===== src/rtl/aes_host_tx_pkg.sv =====
// Shared definitions for the host byte-stream transmitter: byte count per word,
// serialiser state encoding and the default byte interval.
package aes_host_tx_pkg;

  localparam int         BYTES_PER_WORD = 4;
  localparam logic [1:0] LAST_IDX       = 2'(BYTES_PER_WORD - 1);
  localparam logic [3:0] DEFAULT_DIV    = 4'd0;

  typedef enum logic {
    ST_IDLE = 1'b0,
    ST_SEND = 1'b1
  } state_t;

  // Byte idx of a word, idx 0 being the most significant byte.
  function automatic logic [7:0] word_byte(input logic [31:0] w, input logic [1:0] idx);
    logic [7:0] b;
    case (idx)
      2'd0:    b = w[31:24];
      2'd1:    b = w[23:16];
      2'd2:    b = w[15:8];
      default: b = w[7:0];
    endcase
    return b;
  endfunction

endpackage


===== src/rtl/aes_host_tx_word_fifo.sv =====
// 32-bit word FIFO with first-word fall-through output; push is ignored when
// full and pop is ignored when empty.
module aes_word_fifo #(
  parameter int DEPTH = 4
) (
  input  logic                       clk,
  input  logic                       rst,
  input  logic                       push,
  input  logic                       pop,
  input  logic [31:0]                din,
  output logic [31:0]                dout,
  output logic                       full,
  output logic                       empty,
  output logic [$clog2(DEPTH):0]     count
);

  localparam int AW = $clog2(DEPTH);

  logic [31:0]   r_mem [DEPTH];
  logic [AW-1:0] r_wr_ptr;
  logic [AW-1:0] r_rd_ptr;
  logic [AW:0]   r_count;
  logic          w_do_push;
  logic          w_do_pop;

  assign full      = (r_count == (AW+1)'(DEPTH));
  assign empty     = (r_count == '0);
  assign count     = r_count;
  assign dout      = r_mem[r_rd_ptr];
  // A pop does not free a slot for a push in the same cycle.
  assign w_do_push = push && !full;
  assign w_do_pop  = pop && !empty;

  always_ff @(posedge clk) begin
    if (w_do_push) r_mem[r_wr_ptr] <= din;
  end

  always_ff @(posedge clk) begin
    if (rst) begin
      r_wr_ptr <= '0;
      r_rd_ptr <= '0;
      r_count  <= '0;
    end else begin
      if (w_do_push) r_wr_ptr <= r_wr_ptr + 1'b1;
      if (w_do_pop)  r_rd_ptr <= r_rd_ptr + 1'b1;
      case ({w_do_push, w_do_pop})
        2'b10:   r_count <= r_count + 1'b1;
        2'b01:   r_count <= r_count - 1'b1;
        default: r_count <= r_count;
      endcase
    end
  end

endmodule


===== src/rtl/aes_host_tx.sv =====
// Host-side transmitter: buffers 32-bit words and serialises each into four
// MSB-first bytes, one shi strobe per byte every div_bits+1 cycles.
module aes_host_tx
  import aes_host_tx_pkg::*;
#(
  parameter int FIFO_DEPTH = 4,
  parameter int CNT_W      = 16
) (
  input  logic             clk,
  input  logic             rst,
  input  logic [31:0]      word_in,
  input  logic             word_valid,
  output logic             word_ready,
  input  logic [3:0]       div_bits,
  output logic [7:0]       out_data,
  output logic             shi,
  output logic             word_done,
  output logic             busy,
  output logic [CNT_W-1:0] words_sent,
  output state_t           dbg_state
);

  // Handshake: a word transfers on a rising edge where word_valid && word_ready;
  // the source must hold word_in stable while word_ready is low.
  logic                      w_full;
  logic                      w_empty;
  logic [$clog2(FIFO_DEPTH):0] w_count;
  logic [31:0]               w_dout;
  logic                      w_push;
  logic                      w_pop;

  state_t           r_state,      w_state_nxt;
  logic [31:0]      r_sh,         w_sh_nxt;
  logic [1:0]       r_idx,        w_idx_nxt;
  logic [3:0]       r_cnt,        w_cnt_nxt;
  logic [7:0]       r_out_data,   w_out_data_nxt;
  logic             r_shi,        w_shi_nxt;
  logic             r_word_done,  w_word_done_nxt;
  logic [CNT_W-1:0] r_words_sent, w_words_sent_nxt;

  assign word_ready = !w_full;
  assign w_push     = word_valid && word_ready;

  aes_word_fifo #(.DEPTH(FIFO_DEPTH)) u_fifo (
    .clk   (clk),
    .rst   (rst),
    .push  (w_push),
    .pop   (w_pop),
    .din   (word_in),
    .dout  (w_dout),
    .full  (w_full),
    .empty (w_empty),
    .count (w_count)
  );

  assign out_data   = r_out_data;
  assign shi        = r_shi;
  assign word_done  = r_word_done;
  assign words_sent = r_words_sent;
  assign busy       = (w_count != '0) || (r_state != ST_IDLE);
  assign dbg_state  = r_state;

  always_ff @(posedge clk) begin
    if (rst) begin
      r_state      <= ST_IDLE;
      r_sh         <= '0;
      r_idx        <= '0;
      r_cnt        <= '0;
      r_out_data   <= '0;
      r_shi        <= 1'b0;
      r_word_done  <= 1'b0;
      r_words_sent <= '0;
    end else begin
      r_state      <= w_state_nxt;
      r_sh         <= w_sh_nxt;
      r_idx        <= w_idx_nxt;
      r_cnt        <= w_cnt_nxt;
      r_out_data   <= w_out_data_nxt;
      r_shi        <= w_shi_nxt;
      r_word_done  <= w_word_done_nxt;
      r_words_sent <= w_words_sent_nxt;
    end
  end

  always_comb begin
    w_state_nxt      = r_state;
    w_sh_nxt         = r_sh;
    w_idx_nxt        = r_idx;
    w_cnt_nxt        = r_cnt;
    w_out_data_nxt   = r_out_data;
    w_shi_nxt        = 1'b0;
    w_word_done_nxt  = 1'b0;
    w_words_sent_nxt = r_words_sent;
    w_pop            = 1'b0;
    case (r_state)
      ST_IDLE: begin
        if (!w_empty) begin
          w_pop          = 1'b1;
          w_sh_nxt       = w_dout;
          w_out_data_nxt = word_byte(w_dout, 2'd0);
          w_shi_nxt      = 1'b1;
          w_idx_nxt      = 2'd0;
          w_cnt_nxt      = div_bits;
          w_state_nxt    = ST_SEND;
        end
      end
      ST_SEND: begin
        if (r_cnt != 4'd0) begin
          w_cnt_nxt = r_cnt - 4'd1;
        end else if (r_idx != LAST_IDX) begin
          w_out_data_nxt = word_byte(r_sh, r_idx + 2'd1);
          w_shi_nxt      = 1'b1;
          w_idx_nxt      = r_idx + 2'd1;
          w_cnt_nxt      = div_bits;
          // The last byte's strobe carries word_done and the count update.
          if (r_idx + 2'd1 == LAST_IDX) begin
            w_word_done_nxt  = 1'b1;
            w_words_sent_nxt = r_words_sent + CNT_W'(1);
          end
        end else if (!w_empty) begin
          w_pop          = 1'b1;
          w_sh_nxt       = w_dout;
          w_out_data_nxt = word_byte(w_dout, 2'd0);
          w_shi_nxt      = 1'b1;
          w_idx_nxt      = 2'd0;
          w_cnt_nxt      = div_bits;
        end else begin
          w_state_nxt = ST_IDLE;
        end
      end
      default: w_state_nxt = ST_IDLE;
    endcase
  end

endmodule

===== config.mk =====
export PLATFORM = sky130hd
export DESIGN_NAME = aes_host_tx
export DESIGN_NICKNAME = d
export VERILOG_FILES = /design/src/rtl/aes_host_tx_pkg.sv /design/src/rtl/aes_host_tx_word_fifo.sv /design/src/rtl/aes_host_tx.sv
export SDC_FILE = /design/constraint.sdc
export NUM_CORES = 1
export LEC_CHECK = 0
export BUFFER_PORTS_ARGS = -buffer_cell sky130_fd_sc_hd__buf_4
export CORE_ASPECT_RATIO = 0.9
export CORE_MARGIN = 1
export CORE_UTILIZATION = 35
export DETAILED_ROUTE_END_ITERATION = 16
export PLACE_DENSITY = 0.51
export REMOVE_ABC_BUFFERS = 1
export SLEW_MARGIN = 10
export SYNTH_ARGS = -nofsm -noshare
export SYNTH_HDL_FRONTEND = slang
export SYNTH_SLANG_ARGS = --single-unit

===== constraint.sdc =====
create_clock -name clk -period 3 [get_ports clk]
set_clock_uncertainty 0.2 [all_clocks]
set_input_delay 0.6 -clock clk [delete_from_list [all_inputs] [get_ports clk]]
set_output_delay 0.6 -clock clk [all_outputs]
set_load 0.005 [all_outputs]

==> metrics.md, run 1 <==
| Metric | Value |
|---|---|
| Status | finished, final reports clean |
| Die area | between 20000 and 25000 um2 |
| Global Route Usage Sum | 0.148 |
| Mean Syn Cell Area | 13.9 um2 |
| Clock share of power | 0.297 |
| Register area share after synthesis | 0.675 |
| Crit Path Max Fanout | 2 |
| Netlist cell types | 46 |
| Kind of critical path | flip-flop to flip-flop |
| Top delay family on crit path | simple AND/OR/NAND/NOR gates |
| Net Sw Power | around 2.4 mW |
| Core Box Area | 21900 um2 |
| Sequential power share | 0.449 |
| CTS Buf Count | 21 |
| GR Overflow Total | 0 |
| Row count | 51 |
| Final wirelength | 16.5 mm |
| Yosys reg bits | 202 |
| ANT nets after route | 0 |
| Io pins | between 60 and 70 |
| Crit path time final | approximately 2.9 ns |
| Via density | just over 5 |
| Logic pwr share | 0.254 |
| Number of clock sinks | 202 |
| Top FF cell, synth | edfxtp_1 |
| Share of the synthesized area in the top cell type | 0.487 |
| Ys async rst share | 0 |
| CTS Buffer Depth | 3 |
| Req. time, crit path | approximately 3.2 ns |
| Pint | roughly 5.8 mW |
| Port Buffers | 67 |
| RePlAce Congestion | between 0.7 and 0.8 |
| Clock tree root driver cell | clkbuf_16 |
| Worst skew pair latency | roughly 0.49 ns |
| Slowest-stage cell, CP | or4bb_2 |
| Syn Inst Count | 566 |
| Post-route core utilization | 0.433 |
| Synthesis warning total | 0 |
| Max-cap check violation count | 0 |
| Area Overhead vs Synth | 20.0% |
| FMAX | 0.346 GHz |
| Fin nets | 700 |
| Setup Viol. Count Final | 0 |
| ANT cells | 0 |
| Largest net degree at the start of global routing | 46 |
| Minimum hold slack | roughly 0.1 ns |
| Worst-Margin Slew | about 0.65 ns |
| Mapped Area | approximately 7900 um2 |
| Detail Placement HPWL | about 11 mm |
| Final cycle utilization of the critical path | 0.965 |
| Min-Delay Path Class | input port to flip-flop |
| CTS tree | done |
| Pwr/cell area | between 800 and 900 nW/um2 |
| Die W | about 160 um |
| Worst-path clk slew | ~0.060 ns |
| EDFF count, synth | about 130 |
| First-pass GRT wire length | about 27 mm |
| Yosys top cell by area | edfxtp_1 |
| Vias in the first global route | between 5000 and 6000 |
| Crit path largest cell delay | approximately 0.64 ns |
| Initial antenna violation count | 0 |
| Fin. Hold Viols | 0 |
| TritonRoute pass-1 iters | 5 |
| Top cells by area, synth | edfxtp_1, dfxtp_1, mux4_2 |
| H-tree levels | 1 |
| Via count | between 4000 and 5000 |
| Drt drc | 0 |
| Sw Ratio | 0.296 |
| Starting DRT DRC Count | roughly 320 |
| Setup repair bufs after CTS | 0 |
| P_leak | ~3.3 nW |
| Rel. slew slack | 0.568 |
| Power Total | between 8 and 9 mW |
| Worst-path cell chain | ha_2, or4bb_2, a21o_1, clkinv_1, ha_1, inv_1, fa_1, xor2_1, or3_1, a21oi_2 |
| Worst VDD drop | 0.513 mV |
| Layout cells sized above 1 | 0.242 |
| Die Span Y | ~140 um |
| Worst setup EP type | flip-flop |
| Initial Utilization | 0.360 |
| Crit path DAT | between 3 and 4 ns |
| Startpoint types | flip-flop |
| WL per Instance | 17.3 um |
| Fin. max-slew vios | 0 |
| CP Buf/Inv Count | 2 |
## routing by layer
layer,routed length [um],vias up,track usage,share of wire
met4,323,0,0.0361,0.020
met2,7760,115,0.253,0.47
met5,0,-,0,0
li1,-,2281,-,-
met1,7690,2368,0.195,0.47
met3,733,27,0.0293,0.044
## cell usage after synthesis, drive strengths merged (3+ instances only)
library cell and count:
nand4 4, or3 12, nand2 83, nand2b 4, xor2 3, clkbuf 22
o21ai 20, nor3 5, buf 8, dfxtp 74, nand3 6, and3 5
ha 13, edfxtp 128, inv 23, nand3b 10, o221ai 8, a222oi 8
mux4 32, nor4 3, a21oi 44, xnor2 8, nor2 18
## flip-flops by register name (all words and copies together) (netlist names), named ones only
register	count
word_done	1
words_sent	16
u_fifo.r_mem	128
shi	1
u_fifo.count	3
out_data	8
r_sh	32
r_idx	2
u_fifo.r_rd_ptr	2
u_fifo.r_wr_ptr	2
r_cnt	4
dbg_state	1
## final cells by class
type                    instances  area [um2]
well taps                     291         364
repair buffers                 88         673
flip-flops and latches        202        5330
multi-input cells             310        2360
fillers                      2012       12400
inverters                      24        90.1
clock buffers                  34         638
clock inverters                 4        21.3
## power by group through the flow
| stage | Combinational, mW | Clock [mW] | Sequential (mW) |
|---|---|---|---|
| after floorplan | 1.24 | 0 | 3.77 |
| after CTS | 2.14 | 2.54 | 3.71 |
| after global placement | 2.09 | 0 | 3.74 |
| after global routing | 2.35 | 2.65 | 3.76 |
| after detailed placement | 2.13 | 0 | 3.77 |
| final | 2.10 | 2.46 | 3.71 |
## cells in the final DEF, fill, tap and decap left out, types with 10 or more instances in the layout
cell       Yosys  final
nand3b_1      10     10
or3_1         11     11
clkbuf_16      0     21
edfxtp_1     128    128
nand2_1       83     83
a21oi_1       44     43
ha_1          13     12
nor2_1        18     18
buf_4          0     87
dfxtp_1       74     73
mux4_2        32     32
inv_1         23     22
o21ai_0       20     20
## through the flow
| step | area [um2] | worst slack (ns) | TNS [ns] | cells |
|---|---|---|---|---|
| 3_3_place_gp | 8800 | 0.189 | 0 | 915 |
| 2_1_floorplan | 7760 | -0.708 | -1.33 | 536 |
| 5_1_grt | 9470 | -0.000369 | -0.000369 | 953 |
| 3_5_place_dp | 8800 | 0.0937 | 0 | 915 |
| 4_1_cts | 9460 | 0.0732 | 0 | 953 |
| 6_report | 9470 | 0.106 | 0 | 953 |
## cells by family after synthesis
logic type                 share of synthesized area
DFF                                            0.675
AOI/OAI and AO/OA                             0.0703
xor gates and xnor gates                      0.0122
adders and majority gates                     0.0232
muxes                                         0.0926
and+or+nand+nor                               0.0996
buffers and inverters                         0.0273
## path summary, 6_finish.rpt
check	start	endpoint	slack (ns)	depth (start not counted)
max reg2reg	r_idx[0]	u_fifo.count[2]	0.11	10
max	r_idx[0]	u_fifo.count[2]	0.11	10
min	word_in[7]	u_fifo.r_mem[0][7]	0.10	1
min reg2reg	r_sh[20]	r_sh[20]	0.26	2
## timing repair
item	4_1_cts	5_1_grt
hold buffers	0	0
setup endpoints to repair	0	1
hold endpoints to repair	0	0
gates resized for setup	0	3
No activity file was read; power rests on OpenSTA's default activity.
==> inputs of run 2 (changes only) <==
--- a/config.mk
+++ b/config.mk
@@ -10,7 +10,7 @@
 export CORE_MARGIN = 1
 export CORE_UTILIZATION = 35
 export DETAILED_ROUTE_END_ITERATION = 16
-export PLACE_DENSITY = 0.51
+export PLACE_DENSITY = 0.54
 export REMOVE_ABC_BUFFERS = 1
 export SLEW_MARGIN = 10
 export SYNTH_ARGS = -nofsm -noshare
==> run 2 against run 1 <==
Sequential cell count unchanged. Largest cell class unchanged. Worst setup slack improved by 0.11 ns. Maximum frequency up 3.9%. Critical endpoint unchanged. Routed wire length down 2.2%. Sequential share of layout area fell by 0.55 points. Clock power grew 12%. Via count up 0.42%.
==> metrics.md, run 2 (synthesized netlist as in run 1, its figures left out) <==
| Metric | Value |
|---|---|
| Starting DRT DRC Count | ~340 |
| Placement Setup Slack | ~0.13 ns |
| Finished Layout Cells | roughly 960 |
| Worst skew pair latency | roughly 0.5 ns |
| Startpoint types | flip-flop |
| H-tree levels | 1 |
| CTS Buf Count | 22 |
| Worst-Margin Slew | ~0.66 ns |
| Rel. slew slack | 0.561 |
| RePlAce Congestion | ~0.8 |
| Fillers | 1960 |
| TritonRoute pass-1 iters | 7 |
| Final cycle utilization of the critical path | 0.928 |
| Die area | 23100 um2 |
| Via count | ~4800 |
| Clock tree root driver cell | clkbuf_16 |
| Largest net degree at the start of global routing | ~50 |
| Setup repair bufs after CTS | 0 |
| Status | finished, final reports clean |
| Global Route Usage Sum | 0.142 |
| CTS tree | done |
| ANT nets after route | 0 |
| WL per Instance | around 17 um |
| Reg2reg setup slack | between 0.2 and 0.25 ns |
| Drt drc | 0 |
| Area Overhead vs Synth | 21.2% |
| Kind of critical path | flip-flop to flip-flop |
| Number of clock sinks | approximately 200 |
| Detail Placement HPWL | 10.2 mm |
| First-pass GRT wire length | between 20 and 30 mm |
| Crit path DAT | around 3 ns |
| GR Overflow Total | 0 |
| Fin. max-slew vios | 0 |
| Max-cap check violation count | 0 |
| Largest Register | u_fifo.r_mem |
| Crit Path Max Fanout | 4 |
| Io pins | 68 |
| Die W | between 150 and 200 um |
| Worst-path clk slew | 0.06 ns |
| Port Buffers | 67 |
| Vias in the first global route | between 4000 and 5000 |
| Worst setup EP type | flip-flop |
| Crit path time final | around 2.8 ns |
| Final wirelength | 16.1 mm |
| Commonest non-fill, non-tap cell in the layout | edfxtp_1 |
| Min-Delay Path Class | input port to flip-flop |
| Via density | 5.04 |
| DP Cell Count | 916 |
| Max FFs per register | approximately 130 |
| Setup Viol. Count Final | 0 |
| ANT cells | 0 |
| Most frequent cells in the layout | edfxtp_1, buf_4, nand2_1, dfxtp_1, a21oi_1 |
| Power Total | between 8 and 9 mW |
| Setup WS post-layout | around 0.22 ns |
| Initial antenna violation count | 0 |
| Die Span Y | between 100 and 150 um |
| Req. time, crit path | approximately 3.2 ns |
| Fin. Hold Viols | 0 |
| CTS Buffer Depth | 3 |
| Post-route core utilization | 0.437 |
| Fin nets | approximately 700 |
| Initial Utilization | 0.360 |
| Layout cells sized above 1 | 0.244 |
| RSZ-0062 raised after global routing | false |
| Pwr/cell area | around 900 nW/um2 |
| Core Box Area | ~22000 um2 |
| FMAX | 0.359 GHz |
| Row count | 51 |
| Worst VDD drop | between 0.5 and 0.6 mV |
| P_leak | roughly 3.4 nW |
| Setup TNS | 0 ns |
[run 2: final cells by class]
class	instances	area [um2]	share of cell area
clock buffers	24	579	0.0606
clock inverters	15	170	0.0178
inverters	24	90.1	0.00942
multi-input cells	310	2350	0.246
flip-flops and latches	202	5330	0.557
well taps	291	364	0.0381
repair buffers	89	681	0.0712
[run 2: stage by stage]
stage	instance area [um2]	hold WS, ns
5_1_grt	9560	0.0856
3_5_place_dp	8810	0.246
4_1_cts	9560	0.0826
2_1_floorplan	7760	0.227
3_3_place_gp	8810	0.244
6_report	9560	0.107
[run 2: power by group]
part / internal, mW / total, mW / switching, mW
registers: 3.46 / 3.72 / 0.257
logic: 0.915 / 2.10 / 1.18
clock network: 1.73 / 2.75 / 1.02
total: 6.10 / 8.57 / 2.46
[run 2: metal layers]
| metal | GRT usage | routed length (um) | vias to the layer above |
|---|---|---|---|
| li1 | - | - | 2282 |
| met1 | 0.184 | 7240 | 2372 |
| met2 | 0.242 | 7740 | 130 |
| met3 | 0.0307 | 820 | 27 |
| met4 | 0.0351 | 342 | 0 |
| met5 | 0 | 0 | - |
[run 2: worst max-delay path, stage by stage (launching register included)]
cell	delay, ns
dfxtp_1	0.32
inv_1	0.09
ha_1	0.17
or4bb_4	0.47
a21o_1	0.21
clkinv_1	0.06
ha_1	0.17
inv_1	0.06
fa_1	0.37
xor2_1	0.15
or3_1	0.31
a21oi_1	0.14
[run 2: path summary, 6_finish.rpt]
check	startpoint	depth (start not counted)	to
worst min-delay path	word_in[20]	1	u_fifo.r_mem[1][20]
worst max register to register	r_cnt[0]	11	u_fifo.count[2]
worst min register to register	r_sh[2]	2	r_sh[2]
worst max-delay path	r_cnt[0]	11	u_fifo.count[2]
[run 2: timing repair]
action,in CTS,in global routing
setup endpoints to repair,0,1
hold buffers,0,0
gates resized for setup,0,1
==> inputs of run 3 (changes only) <==
--- a/config.mk
+++ b/config.mk
@@ -9,8 +9,9 @@
 export CORE_ASPECT_RATIO = 0.9
 export CORE_MARGIN = 1
 export CORE_UTILIZATION = 35
+export CTS_CLUSTER_SIZE = 24
 export DETAILED_ROUTE_END_ITERATION = 16
-export PLACE_DENSITY = 0.54
+export PLACE_DENSITY_LB_ADDON = 0.12
 export REMOVE_ABC_BUFFERS = 1
 export SLEW_MARGIN = 10
 export SYNTH_ARGS = -nofsm -noshare
==> constraint.sdc (replaced) <==
create_clock -name clk -period 3 [get_ports clk]
set_clock_uncertainty 0.2 [all_clocks]
set_input_delay 0.6 -clock clk [delete_from_list [all_inputs] [get_ports clk]]
set_output_delay 0.6 -clock clk [all_outputs]
set_load 0.02 [all_outputs]
==> run 3 against run 2 <==
Via count down 0.50%. Sequential power about the same. Clock power up 3%. Cell area up 0.25%. Core utilization up 0.11 points. Maximum frequency down 2.8%. Sequential cell count unchanged. Worst setup slack worse by 0.079 ns. First-iteration DRC count down 3.9%. Routed wire length up 3.2%. Combinational power up 4%. Cell count down 0.10%.
==> metrics.md, run 3 (synthesized netlist as in run 1, its figures left out) <==
| Metric | Value |
|---|---|
| Core Box Area | about 22000 um2 |
| Crit Path Max Fanout | 4 |
| Initial Utilization | 0.360 |
| Sequential power share | 0.426 |
| Largest Register | u_fifo.r_mem |
| Req. time, crit path | approximately 3.2 ns |
| Number of clock sinks | 202 |
| Crit path time final | approximately 2.9 ns |
| Starting DRT DRC Count | 322 |
| CTS Buffer Depth | 3 |
| Fin. max-slew vios | 0 |
| Hold_buf cts | 0 |
| H-tree levels | 1 |
| Net Sw Power | approximately 2.6 mW |
| Sw Ratio | 0.296 |
| Min-Delay Path Class | input port to flip-flop |
| Via density | between 5 and 6 |
| Detail Placement HPWL | just over 10 mm |
| Pwr/cell area | slightly above 900 nW/um2 |
| WL per Instance | roughly 17 um |
| Worst-path clk slew | approximately 0.06 ns |
| Final cycle utilization of the critical path | 0.955 |
| Setup TNS | 0 ns |
| Clock share of power | 0.323 |
| Worst setup EP type | flip-flop |
| CTS tree | done |
| First-pass GRT wire length | ~27 mm |
| Layout cells sized above 1 | 0.243 |
| Power Total | between 8 and 9 mW |
| Rel. slew slack | 0.624 |
| Final wirelength | 16.7 mm |
| FMAX | roughly 0.35 GHz |
| ANT nets after route | 0 |
| Crit path largest cell delay | 0.55 ns |
| Slowest-stage cell, CP | or4bb_2 |
| Die W | ~160 um |
| Max-cap check violation count | 0 |
| Max FFs per register | between 100 and 150 |
| Io pins | a little under 70 |
| Commonest non-fill, non-tap cell in the layout | edfxtp_1 |
| Worst VDD drop | between 0.5 and 0.6 mV |
| Startpoint types | flip-flop |
| Resize count post-CTS | 0 |
| Setup Viol. Count Final | 0 |
| Most frequent cells in the layout | edfxtp_1, buf_4, nand2_1, dfxtp_1, a21oi_1 |
| Die area | between 20000 and 25000 um2 |
| TritonRoute pass-1 iters | 4 |
| Vias in the first global route | about 5000 |
| Worst-Margin Slew | around 0.56 ns |
| Via count | roughly 4800 |
| Initial antenna violation count | 0 |
| Largest net degree at the start of global routing | 50 |
| GR Overflow Total | 0 |
| Fin. Hold Viols | 0 |
| Die Span Y | 144 um |
| Worst skew pair latency | approximately 0.5 ns |
| Fin nets | 700 |
| Drt drc | 0 |
| Row count | 51 |
| Logic pwr share | 0.250 |
| Crit path DAT | just over 3 ns |
| Minimum hold slack | 0.0863 ns |
| RePlAce Congestion | between 0.7 and 0.8 |
| Worst-path cell chain | inv_1, ha_2, or4bb_2, a21o_1, clkinv_1, ha_2, inv_1, fa_1, xor2_1, or3_1, a21oi_1 |
| ANT cells | 0 |
| Status | finished, final reports clean |
| CTS Buf Count | 22 |
| Kind of critical path | flip-flop to flip-flop |
| Post-route core utilization | 0.438 |
| Pint | slightly above 6 mW |
| P_leak | about 3.4 nW |
| Clock tree root driver cell | clkbuf_16 |
| Area Overhead vs Synth | 21.5% |
| RSZ-0062 raised after global routing | false |
| Port Buffers | 67 |
| Setup repair bufs after CTS | 0 |
| Global Route Usage Sum | 0.149 |
-- run 3: cell types whose count changed in the layout (fill, tap and decap cells not counted), moves of 2 or more --
cell and change:
clkbuf_1 +5, clkinv_2 -5, clkbuf_8 +4, buf_4 -3
clkinv_1 -3, ha_1 -2, ha_2 +2
-- run 3: layout make-up --
| type | count | area (um2) |
|---|---|---|
| Multi-Input combinational cell | 310 | 2350 |
| Clock buffer | 33 | 653 |
| Timing Repair Buffer | 87 | 678 |
| Clock inverter | 7 | 120 |
| Tap cell | 291 | 364 |
| Fill cell | 2040 | 12300 |
| Sequential cell | 202 | 5330 |
| Inverter | 24 | 90.1 |
-- run 3: path summary, 6_finish.rpt --
path / from / end / slack (ns) / cells past startpoint
worst max-delay path: r_cnt[0] / u_fifo.count[2] / 0.14 / 11
worst min-delay path: word_in[20] / u_fifo.r_mem[2][20] / 0.09 / 1
worst max register to register: r_cnt[0] / u_fifo.count[2] / 0.14 / 11
worst min register to register: r_sh[20] / r_sh[20] / 0.25 / 2
-- run 3: power by group through the flow --
stage	Sequential (mW)	Clock, mW	Combinational, mW
after global placement	3.77	0	2.18
after detailed placement	3.79	0	2.21
after CTS	3.73	2.89	2.22
final	3.72	2.82	2.19
after global routing	3.77	3.01	2.44
after floorplan	3.84	0	1.26
-- run 3: critical path, delay by kind of cell (launching register included) --
kind | cells | cell delay (ns)
simple gates | 2 | 0.85
flops | 1 | 0.33
fa+ha+maj | 3 | 0.74
compound gates | 2 | 0.31
buf+inv | 3 | 0.20
xor+xnor | 1 | 0.15
-- run 3: per-stage QoR --
| step | cell area, um2 | cells | worst slack (ns) |
|---|---|---|---|
| finish | 9590 | 954 | 0.136 |
| floorplan | 7760 | 536 | -0.708 |
| CTS | 9580 | 954 | 0.0954 |
| global placement | 8810 | 914 | 0.189 |
| global route | 9590 | 954 | 0.0109 |
| detailed placement | 8810 | 914 | 0.115 |
-- run 3: routing by layer --
layer | routed length, um | vias up | global-route usage
met5 | 0 | - | 0
met4 | 295 | 0 | 0.0376
met3 | 634 | 27 | 0.0272
met2 | 8450 | 89 | 0.268
met1 | 7280 | 2389 | 0.186
li1 | - | 2282 | -
